### config.mk
export PLATFORM = sky130hd
export DESIGN_NAME = lsu_dc_arb
export DESIGN_NICKNAME = d
export VERILOG_FILES = /design/src/rtl/lsu_dc_arb.sv
export SDC_FILE = /design/constraint.sdc
export NUM_CORES = 1
export LEC_CHECK = 0
export CAP_MARGIN = 20
export CELL_PAD_IN_SITES_DETAIL_PLACEMENT = 0
export CELL_PAD_IN_SITES_GLOBAL_PLACEMENT = 1
export CORE_UTILIZATION = 24
export CTS_CLUSTER_DIAMETER = 80
export DETAILED_ROUTE_END_ITERATION = 8
export PLACE_DENSITY_LB_ADDON = 0.1
export REMOVE_ABC_BUFFERS = 1
export SLEW_MARGIN = 20
export SYNTH_ARGS = -nofsm -noshare
export SYNTH_HDL_FRONTEND = slang
export SYNTH_SLANG_ARGS = --single-unit
### constraint.sdc
create_clock -name clk -period 1.1 [get_ports clk]
set_input_delay 0.165 -clock clk [delete_from_list [all_inputs] [get_ports clk]]
set_output_delay 0.165 -clock clk [all_outputs]
set_load 0.05 [all_outputs]
### src/rtl/lsu_dc_arb.sv
// Arbiter and issue register for the shared LSU_EX / D$ port: LQ replay, SQ retire and LSU_ID ops.
// Define LSU_ARB_STARVE_EN to compile in the anti-starvation counters and starved-priority override.

package procyon_lsu_pkg;
    typedef logic [31:0] procyon_addr_t;
    typedef logic [31:0] procyon_data_t;
    typedef logic [5:0]  procyon_tag_t;

    typedef enum logic [3:0] {
        LSU_FUNC_LB  = 4'd0,
        LSU_FUNC_LH  = 4'd1,
        LSU_FUNC_LW  = 4'd2,
        LSU_FUNC_LBU = 4'd3,
        LSU_FUNC_LHU = 4'd4,
        LSU_FUNC_SB  = 4'd5,
        LSU_FUNC_SH  = 4'd6,
        LSU_FUNC_SW  = 4'd7,
        LSU_FUNC_FENCE = 4'd8
    } procyon_lsu_func_t;
endpackage

module lsu_dc_arb
    import procyon_lsu_pkg::*;
#(
    parameter int STARVE_LIMIT = 8
) (
    input  logic              clk,
    input  logic              n_rst,
    input  logic              i_flush,

    input  logic              i_replay_en,
    input  procyon_lsu_func_t i_replay_lsu_func,
    input  procyon_addr_t     i_replay_addr,
    input  procyon_tag_t      i_replay_tag,
    output logic              o_replay_stall,

    input  logic              i_sq_retire_en,
    input  procyon_lsu_func_t i_sq_retire_lsu_func,
    input  procyon_addr_t     i_sq_retire_addr,
    input  procyon_data_t     i_sq_retire_data,
    input  procyon_tag_t      i_sq_retire_tag,
    output logic              o_sq_retire_stall,

    input  logic              i_id_en,
    input  procyon_lsu_func_t i_id_lsu_func,
    input  procyon_addr_t     i_id_addr,
    input  procyon_data_t     i_id_data,
    input  procyon_tag_t      i_id_tag,
    output logic              o_id_stall,

    input  logic              i_ex_stall,
    output logic              o_ex_valid,
    output logic [1:0]        o_ex_src,
    output procyon_lsu_func_t o_ex_lsu_func,
    output procyon_addr_t     o_ex_addr,
    output procyon_data_t     o_ex_data,
    output procyon_tag_t      o_ex_tag
);

    localparam int NUM_REQ = 3;

    localparam logic [1:0] SRC_REPLAY = 2'd0;
    localparam logic [1:0] SRC_SQ     = 2'd1;
    localparam logic [1:0] SRC_ID     = 2'd2;

    if (STARVE_LIMIT < 2 || STARVE_LIMIT > 15) begin : g_bad_starve_limit
        $error("lsu_dc_arb: STARVE_LIMIT must be in 2..15");
    end

    logic [NUM_REQ-1:0] req;
    logic [NUM_REQ-1:0] elig;
    logic [NUM_REQ-1:0] pick;
    logic [NUM_REQ-1:0] grant;

    assign req  = {i_id_en, i_sq_retire_en, i_replay_en};
    // Speculative requesters are masked on flush; retiring stores are already committed.
    assign elig = i_flush ? (req & 3'b010) : req;

`ifdef LSU_ARB_STARVE_EN
    logic [NUM_REQ-1:0] starved;

    for (genvar gi = 0; gi < NUM_REQ; gi++) begin : g_starve
        logic [3:0] cnt_q;
        logic [3:0] cnt_d;

        assign starved[gi] = elig[gi] & (cnt_q >= 4'(STARVE_LIMIT));

        always_comb begin
            cnt_d = cnt_q;
            if (i_flush || grant[gi] || !req[gi]) begin
                cnt_d = 4'd0;
            end else if (!i_ex_stall && (cnt_q != 4'hf)) begin
                cnt_d = cnt_q + 4'd1;
            end
        end

        always_ff @(posedge clk or negedge n_rst) begin
            if (!n_rst) begin
                cnt_q <= 4'd0;
            end else begin
                cnt_q <= cnt_d;
            end
        end
    end

    // Any starved requester overrides the base order; lowest index still wins among them.
    assign pick = (|starved) ? starved : elig;
`else
    assign pick = elig;
`endif

    always_comb begin
        grant = '0;
        if (!i_ex_stall) begin
            if (pick[0]) begin
                grant = 3'b001;
            end else if (pick[1]) begin
                grant = 3'b010;
            end else if (pick[2]) begin
                grant = 3'b100;
            end
        end
    end

    assign o_replay_stall    = ~grant[0];
    assign o_sq_retire_stall = ~grant[1];
    assign o_id_stall        = ~grant[2];

    logic              ex_valid_q, ex_valid_d;
    logic [1:0]        ex_src_q, ex_src_d;
    procyon_lsu_func_t ex_lsu_func_q, ex_lsu_func_d;
    procyon_addr_t     ex_addr_q, ex_addr_d;
    procyon_data_t     ex_data_q, ex_data_d;
    procyon_tag_t      ex_tag_q, ex_tag_d;

    always_comb begin
        ex_valid_d    = ex_valid_q;
        ex_src_d      = ex_src_q;
        ex_lsu_func_d = ex_lsu_func_q;
        ex_addr_d     = ex_addr_q;
        ex_data_d     = ex_data_q;
        ex_tag_d      = ex_tag_q;

        if (grant[0]) begin
            ex_valid_d    = 1'b1;
            ex_src_d      = SRC_REPLAY;
            ex_lsu_func_d = i_replay_lsu_func;
            ex_addr_d     = i_replay_addr;
            ex_data_d     = '0;
            ex_tag_d      = i_replay_tag;
        end else if (grant[1]) begin
            ex_valid_d    = 1'b1;
            ex_src_d      = SRC_SQ;
            ex_lsu_func_d = i_sq_retire_lsu_func;
            ex_addr_d     = i_sq_retire_addr;
            ex_data_d     = i_sq_retire_data;
            ex_tag_d      = i_sq_retire_tag;
        end else if (grant[2]) begin
            ex_valid_d    = 1'b1;
            ex_src_d      = SRC_ID;
            ex_lsu_func_d = i_id_lsu_func;
            ex_addr_d     = i_id_addr;
            ex_data_d     = i_id_data;
            ex_tag_d      = i_id_tag;
        end else if (!i_ex_stall) begin
            // LSU_EX consumed the held op this cycle, so it must not be issued twice.
            ex_valid_d = 1'b0;
        end else if (i_flush) begin
            ex_valid_d = ex_valid_q & (ex_src_q == SRC_SQ);
        end
    end

    always_ff @(posedge clk or negedge n_rst) begin
        if (!n_rst) begin
            ex_valid_q    <= 1'b0;
            ex_src_q      <= SRC_REPLAY;
            ex_lsu_func_q <= LSU_FUNC_LB;
            ex_addr_q     <= '0;
            ex_data_q     <= '0;
            ex_tag_q      <= '0;
        end else begin
            ex_valid_q    <= ex_valid_d;
            ex_src_q      <= ex_src_d;
            ex_lsu_func_q <= ex_lsu_func_d;
            ex_addr_q     <= ex_addr_d;
            ex_data_q     <= ex_data_d;
            ex_tag_q      <= ex_tag_d;
        end
    end

    assign o_ex_valid    = ex_valid_q;
    assign o_ex_src      = ex_src_q;
    assign o_ex_lsu_func = ex_lsu_func_q;
    assign o_ex_addr     = ex_addr_q;
    assign o_ex_data     = ex_data_q;
    assign o_ex_tag      = ex_tag_q;

endmodule
### Word-level counts from Yosys, hierarchy flattened

Index checks and enable logic that the tools add are counted.

| storage, ports and cells | value |
|---|---|
| output and inout port bits | 80 |
| input bits | 197 |
| word-level logic and storage cells | 38 |
| flip-flop bits (word level) | 77 |

| cells by class | value |
|---|---|
| mux-type cells | 25 |
| equality and inequality tests | 2 |
| bitwise logic cells | 4 |
| reductions and logical operators | 1 |

Operators with widths:

| cell | number |
|---|---|
| 2-to-1 mux 32 bit | 6 |
| 2-to-1 mux 6 bit | 3 |
| 2-to-1 mux 3 bit | 5 |
| 2-to-1 mux 4 bit | 3 |
| 2-to-1 mux 2 bit | 3 |
| 2-to-1 mux 1 bit | 5 |
| != test 5 x 2 -> 1 bit, second input constant | 1 |
| NOT 1 bit | 3 |
| nonzero test 3 bit | 1 |
| equality test 2 x 1 -> 1 bit, second input constant | 1 |
| bitwise AND 1 bit | 1 |

### Depth between registers and ports, before layout

Gate-level depths: netlist of run 1.

| logic depth | value |
|---|---|
| depth in word-level cells | 8 |
| depth in mapped cells | 6 |
| mapped depth without buffers | 3 |

### Worst setup path before layout of run 1

Ideal clock, no wire load.

| timing | value |
|---|---|
| path kind | input -> register |
| start | input i_sq_retire_en |
| end | register ex_src_q[1] (netlist: o_ex_src[1]) |
| setup time | 0.087 ns |
| cell stages on the path | 6 |
| path slack | -0.415 ns |
| data arrival time | 1.428 ns |
| required time | 1.013 ns |
| cell sequence | buf_4 -> buf_2 -> buf_2 -> nor2_1 -> nand3_1 -> a21oi_1 |

| on the way | value |
|---|---|
| longest elaborated chain between the ends | 6 |
| elaborated cells between the ends (all ways) | 7 |

Ends and longest elaborated chain:

| element | line | source |
|---|---|---|
| start: declaration | 37 | `input logic i_sq_retire_en,` |
| 2-to-1 mux 3 bit * | 77 | `assign elig = i_flush ? (req & 3'b010) : req;` |
| 2-to-1 mux 3 bit * | 117 | `end else if (pick[1]) begin` |
| 2-to-1 mux 3 bit * | 115 | `if (pick[0]) begin` |
| 2-to-1 mux 3 bit * | 114 | `if (!i_ex_stall) begin` |
| 2-to-1 mux 2 bit | 151 | `end else if (grant[1]) begin` |
| 2-to-1 mux 2 bit | 144 | `if (grant[0]) begin` |
| end signal: assignment | 183 | `ex_src_q <= ex_src_d;` |
| end: declaration | 130 | `logic [1:0] ex_src_q, ex_src_d;` |

Every way passes the cells marked *; elsewhere a longest branch is shown, timed or not.
A chain may end at the register's enable or synchronous reset.

### Final worst setup path of run 1

| timing | value |
|---|---|
| start | register ex_addr_q[5] (netlist: o_ex_addr[5]) |
| end | output o_ex_addr[5] |

RTL lines:

| element | line | source |
|---|---|---|
| start: declaration | 132 | `procyon_addr_t ex_addr_q, ex_addr_d;` |
| start signal: assignment | 185 | `ex_addr_q <= ex_addr_d;` |
| end: declaration | 55 | `output procyon_addr_t o_ex_addr,` |

No word-level cell between the ends.

==> results of run 1 <==
metrics by stage:
| step | setup TNS, ns | hold slack (ns) | total power [mW] | setup slack [ns] | cell area [µm²] |
|---|---|---|---|---|---|
| after floorplan | -112.92 | -0.1306 | 6.086 | -2.215 | 4314 |
| after global placement | -50.28 | 0.1614 | 9.712 | -0.7364 | 8915 |
| after detailed placement | -51.13 | 0.1649 | 9.769 | -0.7551 | 8915 |
| after CTS | -0.1627 | 0.2474 | 13.21 | -0.02719 | 9723 |
| after global routing | -0.7314 | 0.2654 | 13.82 | -0.03205 | 9943 |
| final | 0 | 0.2543 | 13.28 | 0.003047 | 9943 |
routing by layer:
| layer | up-vias | track usage, % | share of wire, % |
|---|---|---|---|
| met5 | - | 0 | 0 |
| met4 | 0 | 11.10 | 3.9 |
| met3 | 45 | 4.552 | 6.1 |
| met2 | 225 | 35.51 | 49 |
| met1 | 2743 | 25.55 | 41 |
| li1 | 2650 | - | - |
timing repair:
action,4_1_cts,5_1_grt
resized for setup,50,14
pin swaps,7,3
buffers inserted,21,25
cloned,4,0
hold buffers,1,0
hold endpoints to repair,77,0
setup endpoints to repair,105,96
logic make-up after synthesis:
logic type             synth area share [%]
flip-flops                            41.60
buffers and inverters                 7.915
AO/OA/AOI/OAI                         29.47
AND/OR/NAND/NOR                       20.56
multiplexers                         0.4592
flip-flops by register name (all words and copies together) (netlist names):
name and count:
o_ex_addr 32, o_ex_data 32, o_ex_tag 6, o_ex_lsu_func 4, o_ex_src 2, o_ex_valid 1
power by group:
part | switching (mW) | total, mW | leakage, nW | internal [mW]
clock network | 1.26 | 3.08 | 0.134 | 1.82
registers | 0.502 | 3.78 | 0.913 | 3.28
logic | 3.01 | 6.42 | 2.97 | 3.40
final cells by class:
cell class / instances / area (µm²) / share of cell area (%)
Antenna cell: 1 / 2.502 / 0.02517
Clock buffer: 11 / 242.7 / 2.441
Clock inverter: 5 / 60.06 / 0.6040
Inverter: 13 / 48.80 / 0.4908
Multi-Input combinational cell: 359 / 2544 / 25.58
Sequential cell: 77 / 1928 / 19.39
Tap cell: 260 / 325.3 / 3.272
Timing Repair Buffer: 385 / 4792 / 48.19
cell usage after synthesis, drive strengths merged:
cell,count
a31oi,71
a32o,9
clkbuf,36
mux2i,1
nor2,27
dfrtp,77
nand2,2
mux2,1
a31o,1
nand3,64
nor2b,17
o21ai,12
a211oi,14
nor3b,9
nor3,59
nand2b,3
o41ai,19
clkinv,1
inv,12
o31ai,47
buf,34
or3,1
a21oi,2
worst paths after layout:
path / from / to / cells past startpoint
min: i_ex_stall / o_ex_valid / 3
min in group asynchronous: n_rst / o_ex_addr[21] / 3
max reg2reg: o_ex_src[1] / o_ex_valid / 3
max: o_ex_addr[5] / o_ex_addr[5] / 1
min reg2reg: o_ex_lsu_func[3] / o_ex_lsu_func[3] / 1
max in group asynchronous: n_rst / o_ex_data[16] / 3
==> results.cfg, run 1 <==
[timing]
relSlewSlack_pct = 72.58
grt_setup_unrepaired = yes
setup_viol = 0
fin_skew_ns = 0.004792
slew_viol_final = 0
min_period_ns = 1.097
fmax_mhz = 911.6
worst_slew_pin_slew_ns = 0.4082
period_share_pct = 99.72
hold_violations = 0

[clock_tree]
clockRootBuffer = clkbuf_16
cts_sinks = 77
cts_tree = done
htreeDepth = 3
clock_path_buffers = 2
clkSlewWorstSetupHoldPaths_ns = 0.07
cts_buffers = 9
clock_latency_ns = 0.34

[route]
vias = 5663
viasPerCell = 5.097
route.detailed.drc = 0
wl_per_cell_um = 18.91
drtPass1Iterations = 4
drt_wl_total_um = 21010
drt.antenna.violating_nets = 0
drt_iter0_markers = 241

[setup_path]
cp_top_family = flip-flops
max_stage_delay_ns = 0.42
crit_slowest_cell = dfrtp_1
r2r_setup_slack_ns = 0.12
cp.required_ns = 0.94
crit_path_start_kind = flop
path_buf_inv = 1
endpoint_kind = primary output
worstPathArrival_ns = 0.93
cp_cell_sequence = buf_12
path_max_fanout = 2
criticalPathCategory = reg2out

[die]
dieHeight_um = 140.9
rows = 50
die_w_um = 140.9
io_pins = 277
start_util_pct = 24.60
die_area_mm2 = 0.01986
core_mm2 = 0.01883

[synth]
syn_inst = 519
yosys_warnings = 0
synthesis.area_mm2 = 0.004632
ys_seq_elements = 77
syn_avg_cell_area_um2 = 8.925
synth_area_leaders = dfrtp_1, a31oi_1, o31ai_1
synth_top_area_share_pct = 41.60
ys_seq_area_share_pct = 41.60
yosysTopAreaCell = dfrtp_1
ys_types = 31

[cells_and_area]
final_nets = 1042
drive_gt1_share_pct = 30.00
area_growth_pct = 114.7
final_cells = 1111
utilization_pct = 52.80
fill_cells = 1689
layout_common_cells = clkdlybuf4s50_1, buf_12, dfrtp_1, a31oi_1, buf_4
layout_commonest_cell = clkdlybuf4s50_1

[global_route]
grt_antenna_before_repair = 1
grt_pass1_wl_um = 32530
grt_usage_pct = 21.21
overflow = 0
grt_max_degree = 44
grt_pass1_vias = 5839

[power_and_ir_drop]
leakagePower_nw = 4.015
p_per_area_mw_per_mm2 = 1336
vdd_ir_drop_max_uv = 733.6

[placement]
dp.cells = 1044
io_buffers = 276
dpl.hpwl_um = 14750
gp_congestion = 0.8042

[hold_path]
hp-class = in2reg

[run_status]
status = completed

[flow_run]
maxCapViolCount = 0
(Power assumes the default switching activity.)
==> run 2, diff against run 1 <==
--- a/config.mk
+++ b/config.mk
@@ -8,6 +8,7 @@
 export CAP_MARGIN = 20
 export CELL_PAD_IN_SITES_DETAIL_PLACEMENT = 0
 export CELL_PAD_IN_SITES_GLOBAL_PLACEMENT = 1
+export CORE_MARGIN = 3
 export CORE_UTILIZATION = 24
 export CTS_CLUSTER_DIAMETER = 80
 export DETAILED_ROUTE_END_ITERATION = 8
==> results.cfg, run 2 (synthesis results as in run 1) <==
[route]
drt.antenna.violating_nets = 0
wl_per_cell_um = 19.43
drt_wl_total_um = 21160
viasPerCell = 5.039
drtPass1Iterations = 4
drt_iter0_markers = 270
vias = 5488
route.detailed.drc = 0

[cells_and_area]
layout_common_cells = clkdlybuf4s50_1, buf_12, dfrtp_1, a31oi_1, nand3_1
final_nets = 1019
drive_gt1_share_pct = 26.36
area_growth_pct = 106.9
layout_commonest_cell = clkdlybuf4s50_1
utilization_pct = 50.88
final_cells = 1089

[setup_path]
endpoint_kind = primary output
path_buf_inv = 1
worstPathArrival_ns = 0.93
cp_top_family = flip-flops
path_max_fanout = 2
cp_cell_sequence = buf_12
max_stage_delay_ns = 0.42
crit_slowest_cell = dfrtp_1
crit_path_start_kind = flop
cp.required_ns = 0.94
path_depth = 1
reg2reg_depth = 3
criticalPathCategory = reg2out

[die]
die_w_um = 144.9
dieHeight_um = 144.9
core_mm2 = 0.01883
io_pins = 277
start_util_pct = 24.60
die_area_mm2 = 0.02100
rows = 50

[timing]
fin_skew_ns = 0.005266
setup_viol = 0
hold_violations = 0
min_period_ns = 1.095
grt_setup_unrepaired = yes
worst_slew_pin_slew_ns = 0.4493
fin_tns_setup_ns = 0
period_share_pct = 99.55
fmax_mhz = 913.2
whs_ns = 0.2351
slew_viol_final = 0
relSlewSlack_pct = 69.95

[clock_tree]
clock_path_buffers = 2
cts_tree = done
cts_buffers = 9
clockRootBuffer = clkbuf_16
clock_latency_ns = 0.34
htreeDepth = 3
clkSlewWorstSetupHoldPaths_ns = 0.06
cts_sinks = 77

[global_route]
grt_usage_pct = 19.87
grt_pass1_wl_um = 33600
grt_antenna_before_repair = 2
overflow = 0
grt_max_degree = 37
grt_pass1_vias = 5842

[placement]
gp_congestion = 0.7783
io_buffers = 276
dp.cells = 1043
dpl.hpwl_um = 15470

[flow_run]
maxCapViolCount = 0

[hold_path]
hold_path_depth = 3
hp-class = in2reg

[run_status]
status = completed

[power_and_ir_drop]
power_mw = 13.36
p_per_area_mw_per_mm2 = 1395
leakagePower_nw = 3.880
vdd_ir_drop_max_uv = 703.8
==> run 2: final timing paths <==
check | start | endpoint | slack (ns)
worst max-delay path | o_ex_addr[28] | o_ex_addr[28] | 0.005
worst min-delay path | i_flush | o_ex_valid | 0.24
worst max register to register | o_ex_src[1] | o_ex_valid | 0.12
worst min register to register | o_ex_tag[5] | o_ex_tag[5] | 0.56
max in group asynchronous | n_rst | o_ex_addr[4] | 0.36
min in group asynchronous | n_rst | o_ex_data[4] | 0.28
==> run 2: layer usage <==
| layer | wire length (µm) | vias up | GRT usage, % |
|---|---|---|---|
| li1 | - | 2605 | - |
| met1 | 8659 | 2661 | 24.50 |
| met2 | 10870 | 197 | 34.44 |
| met3 | 1157 | 25 | 4.279 |
| met4 | 479 | 0 | 6.841 |
| met5 | 0 | - | 0 |
==> run 2: repair_timing <==
action / in CTS / in global routing
setup endpoints to repair: 106 / 130
setup buffers: 14 / 18
gates resized for setup: 35 / 11
hold buffers: 1 / 0
pin swaps: 2 / 10
endpoints found under the hold margin: 52 / 0
gates cloned: 1 / 1
==> run 2: area by class of cell <==
| cell class | instances | area (µm²) |
|---|---|---|
| diodes | 2 | 5.005 |
| clock inverters | 3 | 65.06 |
| fillers | 1729 | 9249 |
| well taps | 260 | 325.3 |
| multi-input cells | 359 | 2415 |
| repair buffers | 362 | 4516 |
| flip-flops and latches | 77 | 1927 |
| inverters | 13 | 48.80 |
| clock buffers | 13 | 280.3 |
==> run 2: report_power, final <==
group	switching (mW)	total, mW	internal (mW)
clock network	1.22	3.45	2.23
registers	0.502	3.78	3.28
logic	2.93	6.13	3.20
total	4.65	13.4	8.71
==> run 2: worst min-delay path, stage by stage <==
cell	delay, ns
buf_4	0.13
o21ai_0	0.09
a31o_2	0.16
==> run 2: through the flow <==
step | cell area [µm²] | setup WS, ns
after floorplan | 4314 | -2.215
after global placement | 8857 | -0.6747
after detailed placement | 8857 | -0.7492
after CTS | 9450 | -0.01252
after global routing | 9582 | -0.02536
final | 9582 | 0.004916
==> run 3, diff against run 2 <==
--- a/config.mk
+++ b/config.mk
@@ -11,6 +11,7 @@
 export CORE_MARGIN = 3
 export CORE_UTILIZATION = 24
 export CTS_CLUSTER_DIAMETER = 80
+export CTS_CLUSTER_SIZE = 12
 export DETAILED_ROUTE_END_ITERATION = 8
 export PLACE_DENSITY_LB_ADDON = 0.1
 export REMOVE_ABC_BUFFERS = 1
==> results of run 3 <==
Final layout, timing and power as in run 2 (identical DEF).
